`config.mk`:
```
export PLATFORM = sky130hd
export DESIGN_NAME = lfsr_burst_ctrl_flat
export DESIGN_NICKNAME = d
export VERILOG_FILES = /design/src/rtl/lfsr_pkg.sv /design/src/rtl/lfsr_burst_ctrl_if.sv /design/src/rtl/lfsr_core.sv /design/src/rtl/lfsr_burst_ctrl.sv /design/src/flat_wrapper.sv
export SDC_FILE = /design/constraint.sdc
export NUM_CORES = 1
export LEC_CHECK = 0
export ABC_AREA = 1
export BUFFER_PORTS_ARGS = -buffer_cell sky130_fd_sc_hd__buf_4
export CAP_MARGIN = 20
export CORE_MARGIN = 2
export CORE_UTILIZATION = 50
export CTS_CLUSTER_DIAMETER = 80
export DETAILED_ROUTE_END_ITERATION = 10
export GPL_ROUTABILITY_DRIVEN = 1
export PLACE_DENSITY = 0.76
export SYNTH_ARGS = -nofsm -noshare
export SYNTH_HDL_FRONTEND = slang
export SYNTH_SLANG_ARGS = --single-unit
```
`constraint.sdc`:
```
create_clock -name clk -period 1.62 [get_ports clk]
set_input_delay 0.081 -clock clk [delete_from_list [all_inputs] [get_ports clk]]
set_output_delay 0.081 -clock clk [all_outputs]
set_load 0.02 [all_outputs]
```
`src/rtl/lfsr_pkg.sv`:
```
// Shared types and the LFSR step function for the burst controller.
// Right-shift Fibonacci form: feedback enters at the MSB.
package lfsr_pkg;

    typedef enum logic [1:0] {
        IDLE = 2'd0,
        LOAD = 2'd1,
        RUN  = 2'd2,
        DONE = 2'd3
    } state_t;

    localparam logic [7:0] DEFAULT_TAPS = 8'h1D;

    // Widest LFSR the step function supports; callers zero-extend into it.
    localparam int LFSR_MAX_W = 64;

    function automatic logic [LFSR_MAX_W-1:0] lfsr_next(
        input logic [LFSR_MAX_W-1:0] state,
        input logic [LFSR_MAX_W-1:0] taps,
        input int                    width
    );
        logic                  fb;
        logic [LFSR_MAX_W-1:0] nxt;
        fb  = ^(state & taps);
        nxt = (state >> 1) | (LFSR_MAX_W'(fb) << (width - 1));
        return nxt;
    endfunction

endpackage

```
`src/rtl/lfsr_burst_ctrl_if.sv`:
```
// Command and output-stream bundle between a host/consumer and lfsr_burst_ctrl.
// master = host/consumer side, slave = controller side.
interface lfsr_burst_ctrl_if #(
    parameter int N     = 8,
    parameter int CNT_W = 16
);
    logic             cmd_valid;
    logic             cmd_ready;
    logic [N-1:0]     cmd_seed;
    logic [N-1:0]     cmd_taps;
    logic [CNT_W-1:0] cmd_count;
    logic             abort;
    logic             out_valid;
    logic             out_ready;
    logic [N-1:0]     out_data;
    logic             busy;
    logic             done;
    logic             seed_fixed;

    modport master (
        output cmd_valid, cmd_seed, cmd_taps, cmd_count, abort, out_ready,
        input  cmd_ready, out_valid, out_data, busy, done, seed_fixed
    );

    modport slave (
        input  cmd_valid, cmd_seed, cmd_taps, cmd_count, abort, out_ready,
        output cmd_ready, out_valid, out_data, busy, done, seed_fixed
    );
endinterface

```
`src/rtl/lfsr_core.sv`:
```
// N-bit Fibonacci LFSR register: load has priority over step, resets to 1.
module lfsr_core
    import lfsr_pkg::*;
#(
    parameter int N = 8
) (
    input  logic         clk,
    input  logic         rst,
    input  logic         load,
    input  logic [N-1:0] value,
    input  logic         step,
    input  logic [N-1:0] taps,
    output logic [N-1:0] q
);

    always_ff @(posedge clk or posedge rst) begin
        if (rst) begin
            q <= N'(1);
        end else if (load) begin
            q <= value;
        end else if (step) begin
            q <= N'(lfsr_next(LFSR_MAX_W'(q), LFSR_MAX_W'(taps), N));
        end
    end

endmodule

```
`src/rtl/lfsr_burst_ctrl.sv`:
```
// Streams cmd_count successive LFSR states after a seed/taps command; first word 2 cycles after accept.
// Output holds word and count while out_ready is low; commands are refused (cmd_ready=0) outside IDLE.
module lfsr_burst_ctrl
    import lfsr_pkg::*;
#(
    parameter int           N            = 8,
    parameter int           CNT_W        = 16,
    parameter logic [N-1:0] DEFAULT_TAPS = N'(lfsr_pkg::DEFAULT_TAPS)
) (
    input  logic              clk,
    input  logic              reset,
    lfsr_burst_ctrl_if.slave  bus
);

    state_t           st;
    logic [CNT_W-1:0] remaining;
    logic [N-1:0]     taps_reg;
    logic [N-1:0]     lfsr_q;
    logic [N-1:0]     load_value;
    logic             cmd_ready_reg;
    logic             out_valid_reg;
    logic             busy_reg;
    logic             done_reg;
    logic             seed_fixed_reg;
    logic             accept;
    logic             xfer;

    assign accept     = bus.cmd_valid & cmd_ready_reg;
    assign xfer       = out_valid_reg & bus.out_ready;
    // An all-zero seed would lock the LFSR, so it is replaced by 1.
    assign load_value = (bus.cmd_seed == '0) ? N'(1) : bus.cmd_seed;

    lfsr_core #(.N(N)) u_core (
        .clk   (clk),
        .rst   (reset),
        .load  (accept),
        .value (load_value),
        .step  (xfer),
        .taps  (taps_reg),
        .q     (lfsr_q)
    );

    always_ff @(posedge clk or posedge reset) begin
        if (reset) begin
            st             <= IDLE;
            cmd_ready_reg  <= 1'b1;
            out_valid_reg  <= 1'b0;
            busy_reg       <= 1'b0;
            done_reg       <= 1'b0;
            seed_fixed_reg <= 1'b0;
            remaining      <= '0;
            taps_reg       <= DEFAULT_TAPS;
        end else begin
            case (st)
                IDLE: begin
                    if (accept) begin
                        taps_reg       <= (bus.cmd_taps == '0) ? DEFAULT_TAPS : bus.cmd_taps;
                        remaining      <= bus.cmd_count;
                        seed_fixed_reg <= (bus.cmd_seed == '0);
                        cmd_ready_reg  <= 1'b0;
                        if (bus.cmd_count == '0) begin
                            st       <= DONE;
                            done_reg <= 1'b1;
                        end else begin
                            st       <= LOAD;
                            busy_reg <= 1'b1;
                        end
                    end
                end
                LOAD: begin
                    if (bus.abort) begin
                        st            <= IDLE;
                        busy_reg      <= 1'b0;
                        cmd_ready_reg <= 1'b1;
                    end else begin
                        st            <= RUN;
                        out_valid_reg <= 1'b1;
                    end
                end
                RUN: begin
                    if (xfer) begin
                        remaining <= remaining - CNT_W'(1);
                    end
                    // Abort wins over completion: a transfer in the abort cycle counts, but no done pulse.
                    if (bus.abort) begin
                        st            <= IDLE;
                        out_valid_reg <= 1'b0;
                        busy_reg      <= 1'b0;
                        cmd_ready_reg <= 1'b1;
                    end else if (xfer && remaining == CNT_W'(1)) begin
                        st            <= DONE;
                        out_valid_reg <= 1'b0;
                        busy_reg      <= 1'b0;
                        done_reg      <= 1'b1;
                    end
                end
                DONE: begin
                    st            <= IDLE;
                    done_reg      <= 1'b0;
                    cmd_ready_reg <= 1'b1;
                end
                default: begin
                    st            <= IDLE;
                    out_valid_reg <= 1'b0;
                    busy_reg      <= 1'b0;
                    done_reg      <= 1'b0;
                    cmd_ready_reg <= 1'b1;
                end
            endcase
        end
    end

    assign bus.cmd_ready  = cmd_ready_reg;
    assign bus.out_valid  = out_valid_reg;
    assign bus.out_data   = out_valid_reg ? lfsr_q : '0;
    assign bus.busy       = busy_reg;
    assign bus.done       = done_reg;
    assign bus.seed_fixed = seed_fixed_reg;

endmodule

```
`src/flat_wrapper.sv`:
```
// flat-port wrapper written by rule: the top's interface ports become plain ports
module lfsr_burst_ctrl_flat import lfsr_pkg::*;
#(
    parameter int           N            = 8,
    parameter int           CNT_W        = 16,
    parameter logic [N-1:0] DEFAULT_TAPS = N'(lfsr_pkg::DEFAULT_TAPS)
)
  (clk, reset, bus_cmd_valid, bus_cmd_seed, bus_cmd_taps, bus_cmd_count, bus_abort, bus_out_ready, bus_cmd_ready, bus_out_valid, bus_out_data, bus_busy, bus_done, bus_seed_fixed);
  lfsr_burst_ctrl_if #(.N(N), .CNT_W(CNT_W)) bus_i ();
  input  logic clk;
  input  logic reset;
  input wire logic [$bits(bus_i.cmd_valid)-1:0] bus_cmd_valid;
  input wire logic [$bits(bus_i.cmd_seed)-1:0] bus_cmd_seed;
  input wire logic [$bits(bus_i.cmd_taps)-1:0] bus_cmd_taps;
  input wire logic [$bits(bus_i.cmd_count)-1:0] bus_cmd_count;
  input wire logic [$bits(bus_i.abort)-1:0] bus_abort;
  input wire logic [$bits(bus_i.out_ready)-1:0] bus_out_ready;
  output wire logic [$bits(bus_i.cmd_ready)-1:0] bus_cmd_ready;
  output wire logic [$bits(bus_i.out_valid)-1:0] bus_out_valid;
  output wire logic [$bits(bus_i.out_data)-1:0] bus_out_data;
  output wire logic [$bits(bus_i.busy)-1:0] bus_busy;
  output wire logic [$bits(bus_i.done)-1:0] bus_done;
  output wire logic [$bits(bus_i.seed_fixed)-1:0] bus_seed_fixed;
  assign bus_i.cmd_valid = bus_cmd_valid;
  assign bus_i.cmd_seed = bus_cmd_seed;
  assign bus_i.cmd_taps = bus_cmd_taps;
  assign bus_i.cmd_count = bus_cmd_count;
  assign bus_i.abort = bus_abort;
  assign bus_i.out_ready = bus_out_ready;
  assign bus_cmd_ready = bus_i.cmd_ready;
  assign bus_out_valid = bus_i.out_valid;
  assign bus_out_data = bus_i.out_data;
  assign bus_busy = bus_i.busy;
  assign bus_done = bus_i.done;
  assign bus_seed_fixed = bus_i.seed_fixed;
  lfsr_burst_ctrl #(.N(N), .CNT_W(CNT_W), .DEFAULT_TAPS(DEFAULT_TAPS)) u_core (.clk(clk), .reset(reset), .bus(bus_i));
endmodule
```
# After elaboration in Yosys (flattened, before gate mapping)
# Index checks and enable logic that the tools add are counted.
[word_totals] ff_bits=39 in_bits=37 output_inout_bits=13 word_cells=77
[classes] add_sub_neg=1 bitwise_logic=4 muxes=30 reduce_logical=19 eq_ne=14
[op_table] operator="64-bit XOR reduction" count=1
[op_table] operator="8-bit 2-to-1 mux" count=5
[op_table] operator="16-bit 2-to-1 mux" count=2
[op_table] operator="16-bit one-hot mux with 2 select lines" count=1
[op_table] operator="16-bit by 1-bit == test with 1-bit output, second input constant" count=1
[op_table] operator="16-bit zero test" count=1
[op_table] operator="8-bit zero test" count=2
[op_table] operator="16-bit by 1-bit subtractor with 16-bit output, second input constant" count=1
[op_table] operator="1-bit 2-to-1 mux" count=12
[op_table] operator="2-bit 2-to-1 mux" count=5
[op_table] operator="2-bit by 1-bit != test with 1-bit output, second input constant" count=5
[op_table] operator="5-bit AND reduction" count=2
[op_table] operator="1-bit one-hot mux with 3 select lines" count=3
[op_table] operator="8-bit AND" count=1
[op_table] operator="2-bit != test, second input constant" count=4
[op_table] operator="7-bit by 8-bit OR with 8-bit output" count=1
[op_table] operator="2-bit one-hot mux with 4 select lines" count=1
[op_table] operator="2-bit AND reduction" count=3
[op_table] operator="3-bit AND reduction" count=2
[op_table] operator="2-bit nonzero test" count=3
[op_table] operator="3-bit nonzero test" count=2
[op_table] operator="2-bit == test, second input constant" count=2
[op_table] operator="3-bit by 2-bit != test with 1-bit output, second input constant" count=1
[op_table] operator="1-bit AND" count=2
[op_table] operator="5 further kinds" count=5

# Logic depth before layout (Yosys ltp)
# Gate-level depths: netlist of the first run.
[logic_depth] depth_word=5 mapped_depth=10 mapped_depth_nobuf=10

# By module
# From an unflattened synthesis of the first run, not the netlist that was laid out.
[unflattened] cells_unflattened=411 area_unflattened_um2=2783.9
[modules_own_cells] module="lfsr_burst_ctrl" cells_each=322 instances=1 area_each_um2=2218.4
[modules_own_cells] module="lfsr_core" cells_each=89 instances=1 area_each_um2=565.5

# Worst setup path before layout of the first run
# OpenSTA, ideal clock, no wires.
[synth_path] kind="register to register" from="reg u_core.st[0]" to="reg u_core.remaining[5]" setup_ns=0.121 arrival_time_ns=1.410 stages_incl_launch_ff=9 n_path_buf=1 setup_slack_ns=0.089 period_less_slack_ns=1.531 path_cell_list="dfrtp_1 > inv_1 > ha_1 > nand2_2 > o21ai_2 > nand2_4 > buf_6 > a22oi_1 > inv_1"
[synth_between] elab_chain_len=3
[synth_rtl] item="start: declaration" line_no="lfsr_burst_ctrl.sv:15" rtl="state_t st;"
[synth_rtl] item="start signal: assignment" line_no="lfsr_burst_ctrl.sv:45" rtl="st <= IDLE;"
[synth_rtl] item="start signal: assignment" line_no="lfsr_burst_ctrl.sv:62" rtl="st <= DONE;"
[synth_rtl] item="start signal: assignment" line_no="lfsr_burst_ctrl.sv:65" rtl="st <= LOAD;"
[synth_rtl] item="2-bit == test or 2-bit zero test (tied branches)" line_no="lfsr_burst_ctrl.sv:54" rtl="case (st)"
[synth_rtl] item="2-bit by 1-bit != test with 1-bit output (no line) or 2-bit nonzero test (tied branches)"
[synth_rtl] item="3-bit AND reduction (no line)"
[synth_rtl] item="end signal: assignment" line_no="lfsr_burst_ctrl.sv:58" rtl="remaining <= bus.cmd_count;"
[synth_rtl] item="end signal: assignment" line_no="lfsr_burst_ctrl.sv:82" rtl="remaining <= remaining - CNT_W'(1);"
[synth_rtl] item="end: declaration" line_no="lfsr_burst_ctrl.sv:16" rtl="logic [CNT_W-1:0] remaining;"
# Several ways; a longest one is shown, not always the timed one.
# A chain may end at the register's enable or synchronous reset.

# Worst setup path after layout of the first run
# Ends and elaborated chain as after synthesis.

==> results of run 1 <==
## area by class of cell
cell class,instances,area [um2],share of cell area
Sequential cell,39,983,0.290
Tap cell,70,87.6,0.0258
Timing Repair Buffer,71,549,0.162
Inverter,53,204,0.0601
Clock inverter,3,67.6,0.0199
Multi-Input combinational cell,271,1430,0.422
Clock buffer,5,68.8,0.0203
## report_power, final
part           total, W  internal (W)  switching (W)
sequential      0.00189       0.00150       0.000393
clock          0.000981      0.000614       0.000366
combinational   0.00351       0.00148        0.00202
## cell families (layout without fill, tap and decap cells)
kind of cell               after synthesis  in the layout  share of synthesized area
xor gates and xnor gates                11             11                     0.0363
buffers and inverters                   62            132                     0.0996
adders and majority gates                8              8                     0.0378
DFF                                     39             39                      0.371
AOI/OAI and AO/OA                       54             54                      0.130
and+or+nand+nor                        198            198                      0.325
## through the flow
stage          instance area, um2  total power (W)   util  hold slack, ns
2_1_floorplan                2650          0.00426      -           0.191
5_1_grt                      3390          0.00694  0.665          0.0161
6_report                     3390          0.00638  0.665         0.00928
3_5_place_dp                 3150          0.00522  0.618           0.242
3_3_place_gp                 3150          0.00513  0.618           0.244
4_1_cts                      3350          0.00625  0.655         0.00655
## timing repair
action | 4_1_cts | 5_1_grt
hold buffers | 5 | 0
pin swaps | 0 | 3
buffers inserted | 0 | 2
endpoints found under the setup margin | 4 | 11
resized for setup | 2 | 10
endpoints found under the hold margin | 37 | 0
## synthesized netlist by cell type (3+ instances only)
master / n / area (um2)
buf_2: 4 / 20.0
a21oi_1: 5 / 25.0
nor2_1: 56 / 210
inv_2: 3 / 11.3
o21ai_1: 7 / 35.0
nand2_1: 101 / 379
ha_1: 8 / 100
nand4_1: 4 / 25.0
nor2_4: 5 / 56.3
buf_6: 3 / 33.8
nand3_1: 12 / 60.1
a2bb2oi_1: 4 / 35.0
nand2_2: 7 / 43.8
o22ai_1: 5 / 31.3
o221ai_1: 6 / 52.6
xor2_1: 5 / 43.8
a21oi_2: 3 / 26.3
dfstp_2: 6 / 158
dfrtp_1: 33 / 826
inv_1: 49 / 184
xnor2_1: 6 / 52.6
o21ai_0: 16 / 80.1
## final timing paths
| kind | slack [ns] | endpoint |
|---|---|---|
| worst max-delay path | 0.03 | u_core.remaining[5]$_DFFE_PP0P_ |
| worst min-delay path | 0.009 | u_core.u_core.q[6]$_DFFE_PP0P_ |
| worst max register to register | 0.03 | u_core.remaining[5]$_DFFE_PP0P_ |
| worst min register to register | 0.49 | u_core.remaining[14]$_DFFE_PP0P_ |
| max in group asynchronous | 0.79 | u_core.u_core.q[0]$_DFFE_PP1P_ |
| min in group asynchronous | 0.46 | u_core.taps_reg[7]$_DFFE_PP0P_ |
## metal layers
metal	GRT usage	vias up
met5	0	-
met2	0.403	43
met4	0.0764	0
met3	0.0447	8
li1	-	1315
met1	0.269	1180
## worst max-delay path, cell delays in order, from the launching register on
cell     delay (ns)
dfrtp_1        0.41
inv_2          0.13
ha_4           0.17
inv_1          0.06
o21ai_2        0.18
nand2_4        0.11
buf_4          0.17
a22oi_1        0.19
inv_1          0.07
==> metrics.yaml, run 1 <==
synth:
  synthArstFlopShare: 1.00
  ys_warn_count: 0
  synth_edf_count: 0
  synth-seq-cells: 39
  synth_ff_type: "dfrtp_1"
  syn_nets: 417
  yosysUniqueCellTypes: 38
  seq_area_frac_synth: 0.371
  synth_area_um2: 2650
  syn_inst: 372
  postSynthAreaPerCell_um2: 7.13
final_layout:
  layout-drive-gt1-share: 0.249
  nFillCells: 429
  nNetsFinal: 486
  fin_cells: 512
  final_cell_mix: "101 x nand2_1, 65 x buf_4, 55 x nor2_1"
  largest_reg_flops: 16
  antennaDiodeCount: 0
  layout_commonest_cell: "nand2_1"
  syn2layout_area_growth_pct: 28.0
worst_setup_path:
  criticalPathCategory: "flip-flop to flip-flop"
  crit_start: "u_core.st[0]$_DFFE_PP0P_"
  reg2reg_depth: 8
  crit_fanout: 6
  required_ns: 1.81
  arrival_ns: 1.78
  cp-end-kind: "flip-flop"
  reg2reg_from: "u_core.st[0]$_DFFE_PP0P_"
  critPathLaunchType: "flip-flop"
sta:
  timing.fmax_mhz: 628
  hold_viol_final: 0
  relSlewSlack: 0.669
  setup_viol: 0
  rsz0062_at_grt: "true"
  maxSlewViolCount: 0
  final.setup.tns_ns: 0
  min_period_ns: 1.59
  postLayoutSetupSlackWorst_ns: 0.0284
  fin_skew_ns: 0.00640
  tightest_slew_ns: 0.496
  fin_crit_sh: 0.982
floorplanning:
  core-area_um2: 5110
  placementRows: 26
  fp.dieW_um: 76.8
  pin_count: 50
  start_util: 0.519
  die_height_um: 76.8
  die-area_um2: 5900
route:
  vias_per_cell: 4.97
  drc: 0
  vias: 2546
  met2WireLength_um: 3210
  ant_nets: 0
  avgRoutedWirePerCell_um: 12.4
  wl_met1_um: 2820
  dr.max_layer_used: "met4"
  wl_met3_um: 229
  drt_iter0_drc: 105
  wl_um: 6350
  drt_first_pass_iters: 4
global_route:
  antenna_found_initial: 0
  grt_usage: 0.225
  overflow: 0
  grt_pass1_vias: 2489
  grt_pass1_wl_um: 10800
  grt_max_degree: 40
placement:
  io_buffers: 49
  dp_slack_ns: -0.0210
  place.gp.congestion: 0.852
  dpl.cell_count: 497
  hpwl_um: 4680
cts:
  clock_latency_ns: 0.30
  cts-buffers-inserted: 5
  clk_path_buf_depth: 2
  clk_pin_slew_ns: 0.08
  clock_sink_count: 39
  cts_tree: "yes"
  cts-root-buf: "clkbuf_8"
  h-tree-depth: 2
run_status:
  status: "finished, final reports clean"
power:
  power.density_nw_per_um2: 1880
  ir_worst_vdd_uv: 839
  p_leak_nw: 1.68
hold_path:
  hold_depth: 3
  holdCritStartpoint: "bus_cmd_seed[6]"
  hp-class: "primary input to flip-flop"
flow_run:
  maxCapViolCount: 0
(Power assumes the default switching activity.)
==> run 2: changes to the inputs <==
--- a/config.mk
+++ b/config.mk
@@ -8,12 +8,14 @@
 export ABC_AREA = 1
 export BUFFER_PORTS_ARGS = -buffer_cell sky130_fd_sc_hd__buf_4
 export CAP_MARGIN = 20
+export CELL_PAD_IN_SITES_DETAIL_PLACEMENT = 1
+export CELL_PAD_IN_SITES_GLOBAL_PLACEMENT = 1
 export CORE_MARGIN = 2
-export CORE_UTILIZATION = 50
+export CORE_UTILIZATION = 36
 export CTS_CLUSTER_DIAMETER = 80
 export DETAILED_ROUTE_END_ITERATION = 10
 export GPL_ROUTABILITY_DRIVEN = 1
-export PLACE_DENSITY = 0.76
+export PLACE_DENSITY_LB_ADDON = 0.1
 export SYNTH_ARGS = -nofsm -noshare
 export SYNTH_HDL_FRONTEND = slang
 export SYNTH_SLANG_ARGS = --single-unit
==> metrics.yaml, run 2 (synthesized netlist as in run 1, its figures left out) <==
sta:
  rsz0062_at_grt: "true"
  setup_viol: 0  # unchanged
  fin_crit_sh: 0.952  # -0.0304
  hold_slack_ns: 0.00479  # -0.00449 ns
  maxSlewViolCount: 0  # unchanged
  tightest_slew_ns: 0.537  # +0.0411 ns
  min_period_ns: 1.54  # -0.0492 ns
  relSlewSlack: 0.642  # -0.0274
  timing.fmax_mhz: 648  # +3.2%
  hold_viol_final: 0  # unchanged
  final.setup.tns_ns: 0  # unchanged
  fin_skew_ns: 0.00413  # -0.00227 ns
worst_setup_path:
  required_ns: 1.82  # about the same
  reg2reg_from: "u_core.st[0]$_DFFE_PP0P_"
  cp-end-kind: "flip-flop"
  crit_fanout: 24  # +18
  crit_start: "u_core.st[0]$_DFFE_PP0P_"
  arrival_ns: 1.74  # -0.04 ns
  critPathLaunchType: "flip-flop"
  r2r_slack_ns: 0.08  # +0.05 ns
  criticalPathCategory: "flip-flop to flip-flop"
route:
  drt_first_pass_iters: 4  # unchanged
  vias: 2644  # +3.8%
  vias_per_cell: 4.85  # -2.4%
  ant_nets: 0  # unchanged
  avgRoutedWirePerCell_um: 14.2  # +15%
  wl_um: 7760  # +22%
  drt_iter0_drc: 70  # -33%
  drc: 0  # unchanged
cts:
  cts_tree: "yes"
  clk_pin_slew_ns: 0.08  # about the same
  clk_path_buf_depth: 2  # unchanged
  h-tree-depth: 2  # unchanged
  cts-root-buf: "clkbuf_8"
  clock_sink_count: 39  # unchanged
  clock_latency_ns: 0.30  # about the same
  cts-buffers-inserted: 5  # unchanged
final_layout:
  post-route-util: 0.485  # -0.179
  final_cell_mix: "101 x nand2_1, 69 x buf_4, 54 x nor2_1"
  nFillCells: 925  # +120%
  antennaDiodeCount: 0  # unchanged
  nNetsFinal: 490  # +0.82%
  syn2layout_area_growth_pct: 31.3
  layout-drive-gt1-share: 0.265  # +0.0157
  largest_reg_flops: 16  # unchanged
  layout_commonest_cell: "nand2_1"
placement:
  io_buffers: 49  # unchanged
  place.gp.congestion: 0.778  # -8.7%
  hpwl_um: 5960  # +27%
floorplanning:
  pin_count: 50  # unchanged
  die-area_um2: 8070  # +37%
  placementRows: 31  # +19%
  start_util: 0.369  # -0.150
  fp.dieW_um: 89.8  # +17%
  die_height_um: 89.8  # +17%
  core-area_um2: 7180  # +40%
power:
  internal-power_w: 0.00365  # +1.3%
  p_comb_frac: 0.556  # +0.006
  switchingPower_w: 0.00288  # +3.7%
  power.density_nw_per_um2: 1880  # -0.24%
  seqPwrFrac: 0.294  # -0.003
  p_leak_nw: 1.72  # +2.1%
  p_clk_frac: 0.150  # -0.004
  power_switching_share: 0.442  # +0.00577
  ir_worst_vdd_uv: 632  # -25%
global_route:
  grt_pass1_wl_um: 13400  # +24%
  grt_busiest_layer: "met2"
  overflow: 0  # unchanged
  grt_pass1_vias: 2778  # +12%
  antenna_found_initial: 0  # unchanged
  grt_usage: 0.204  # -0.0212
  grt_max_degree: 40  # unchanged
  met2_usage: 0.386  # -0.0169
  grt.met3_usage: 0.0369  # -0.00782
  met1_usage: 0.238  # -0.0316
run_status:
  status: "finished, final reports clean"
hold_path:
  hp-class: "primary input to flip-flop"
  holdCritStartpoint: "bus_cmd_seed[2]"
flow_run:
  maxCapViolCount: 0  # unchanged
run 2: timing repair:
| action | in CTS | in global routing |
|---|---|---|
| gates resized for setup | 7 | 10 |
| hold buffers | 5 | 0 |
| setup buffers | 0 | 2 |
| endpoints found under the setup margin | 4 | 10 |
| endpoints found under the hold margin | 37 | 0 |
| pin swaps | 0 | 5 |
run 2: power by group through the flow:
stage / registers [W] / logic [W] / clock network, W
floorplan: 0.00185 / 0.00241 / 0
global placement: 0.00191 / 0.00336 / 0
detailed placement: 0.00193 / 0.00346 / 0
CTS: 0.00192 / 0.00357 / 0.00101
global route: 0.00199 / 0.00410 / 0.00105
finish: 0.00192 / 0.00363 / 0.000980
run 2: metal layers:
layer | routed length, um | vias up
met5 | 0 | -
met4 | 97 | 0
met3 | 231 | 8
met2 | 4140 | 38
met1 | 3290 | 1281
li1 | - | 1317
run 2: critical path, stage by stage (launching register included):
cell and delay [ns]:
dfrtp_1 0.40, inv_2 0.12, ha_4 0.17, buf_4 0.28, nor2_1 0.11, o21ai_0 0.18, nand2_1 0.08, nand2_1 0.07
inv_1 0.03
run 2: cell type report:
cell class,count,area (um2),share of cell area
sequential,39,985,0.283
inverter,53,201,0.0579
clock buffer,6,72.6,0.0208
timing repair buffer,75,579,0.166
tap,99,124,0.0356
clock inverter,2,60.1,0.0172
multi-input combinational,271,1460,0.419
run 2: path summary, 6_finish.rpt:
check	cells after the start	end
max	8	u_core.remaining[9]$_DFFE_PP0P_
min	3	u_core.u_core.q[2]$_DFFE_PP0P_
max reg2reg	8	u_core.remaining[9]$_DFFE_PP0P_
min reg2reg	2	u_core.bus.busy$_DFFE_PP0P_
max in group asynchronous	4	u_core.st[1]$_DFFE_PP0P_
min in group asynchronous	4	u_core.remaining[3]$_DFFE_PP0P_
run 2: per-stage QoR:
stage	instance area [um2]	total power [W]	setup WS, ns	cells
2_1_floorplan	2650	0.00426	0.0889	372
3_3_place_gp	3220	0.00528	0.108	530
3_5_place_dp	3220	0.00539	0.0189	530
6_report	3480	0.00653	0.0776	545
5_1_grt	3480	0.00714	-0.0269	545
4_1_cts	3430	0.00651	0.0492	543
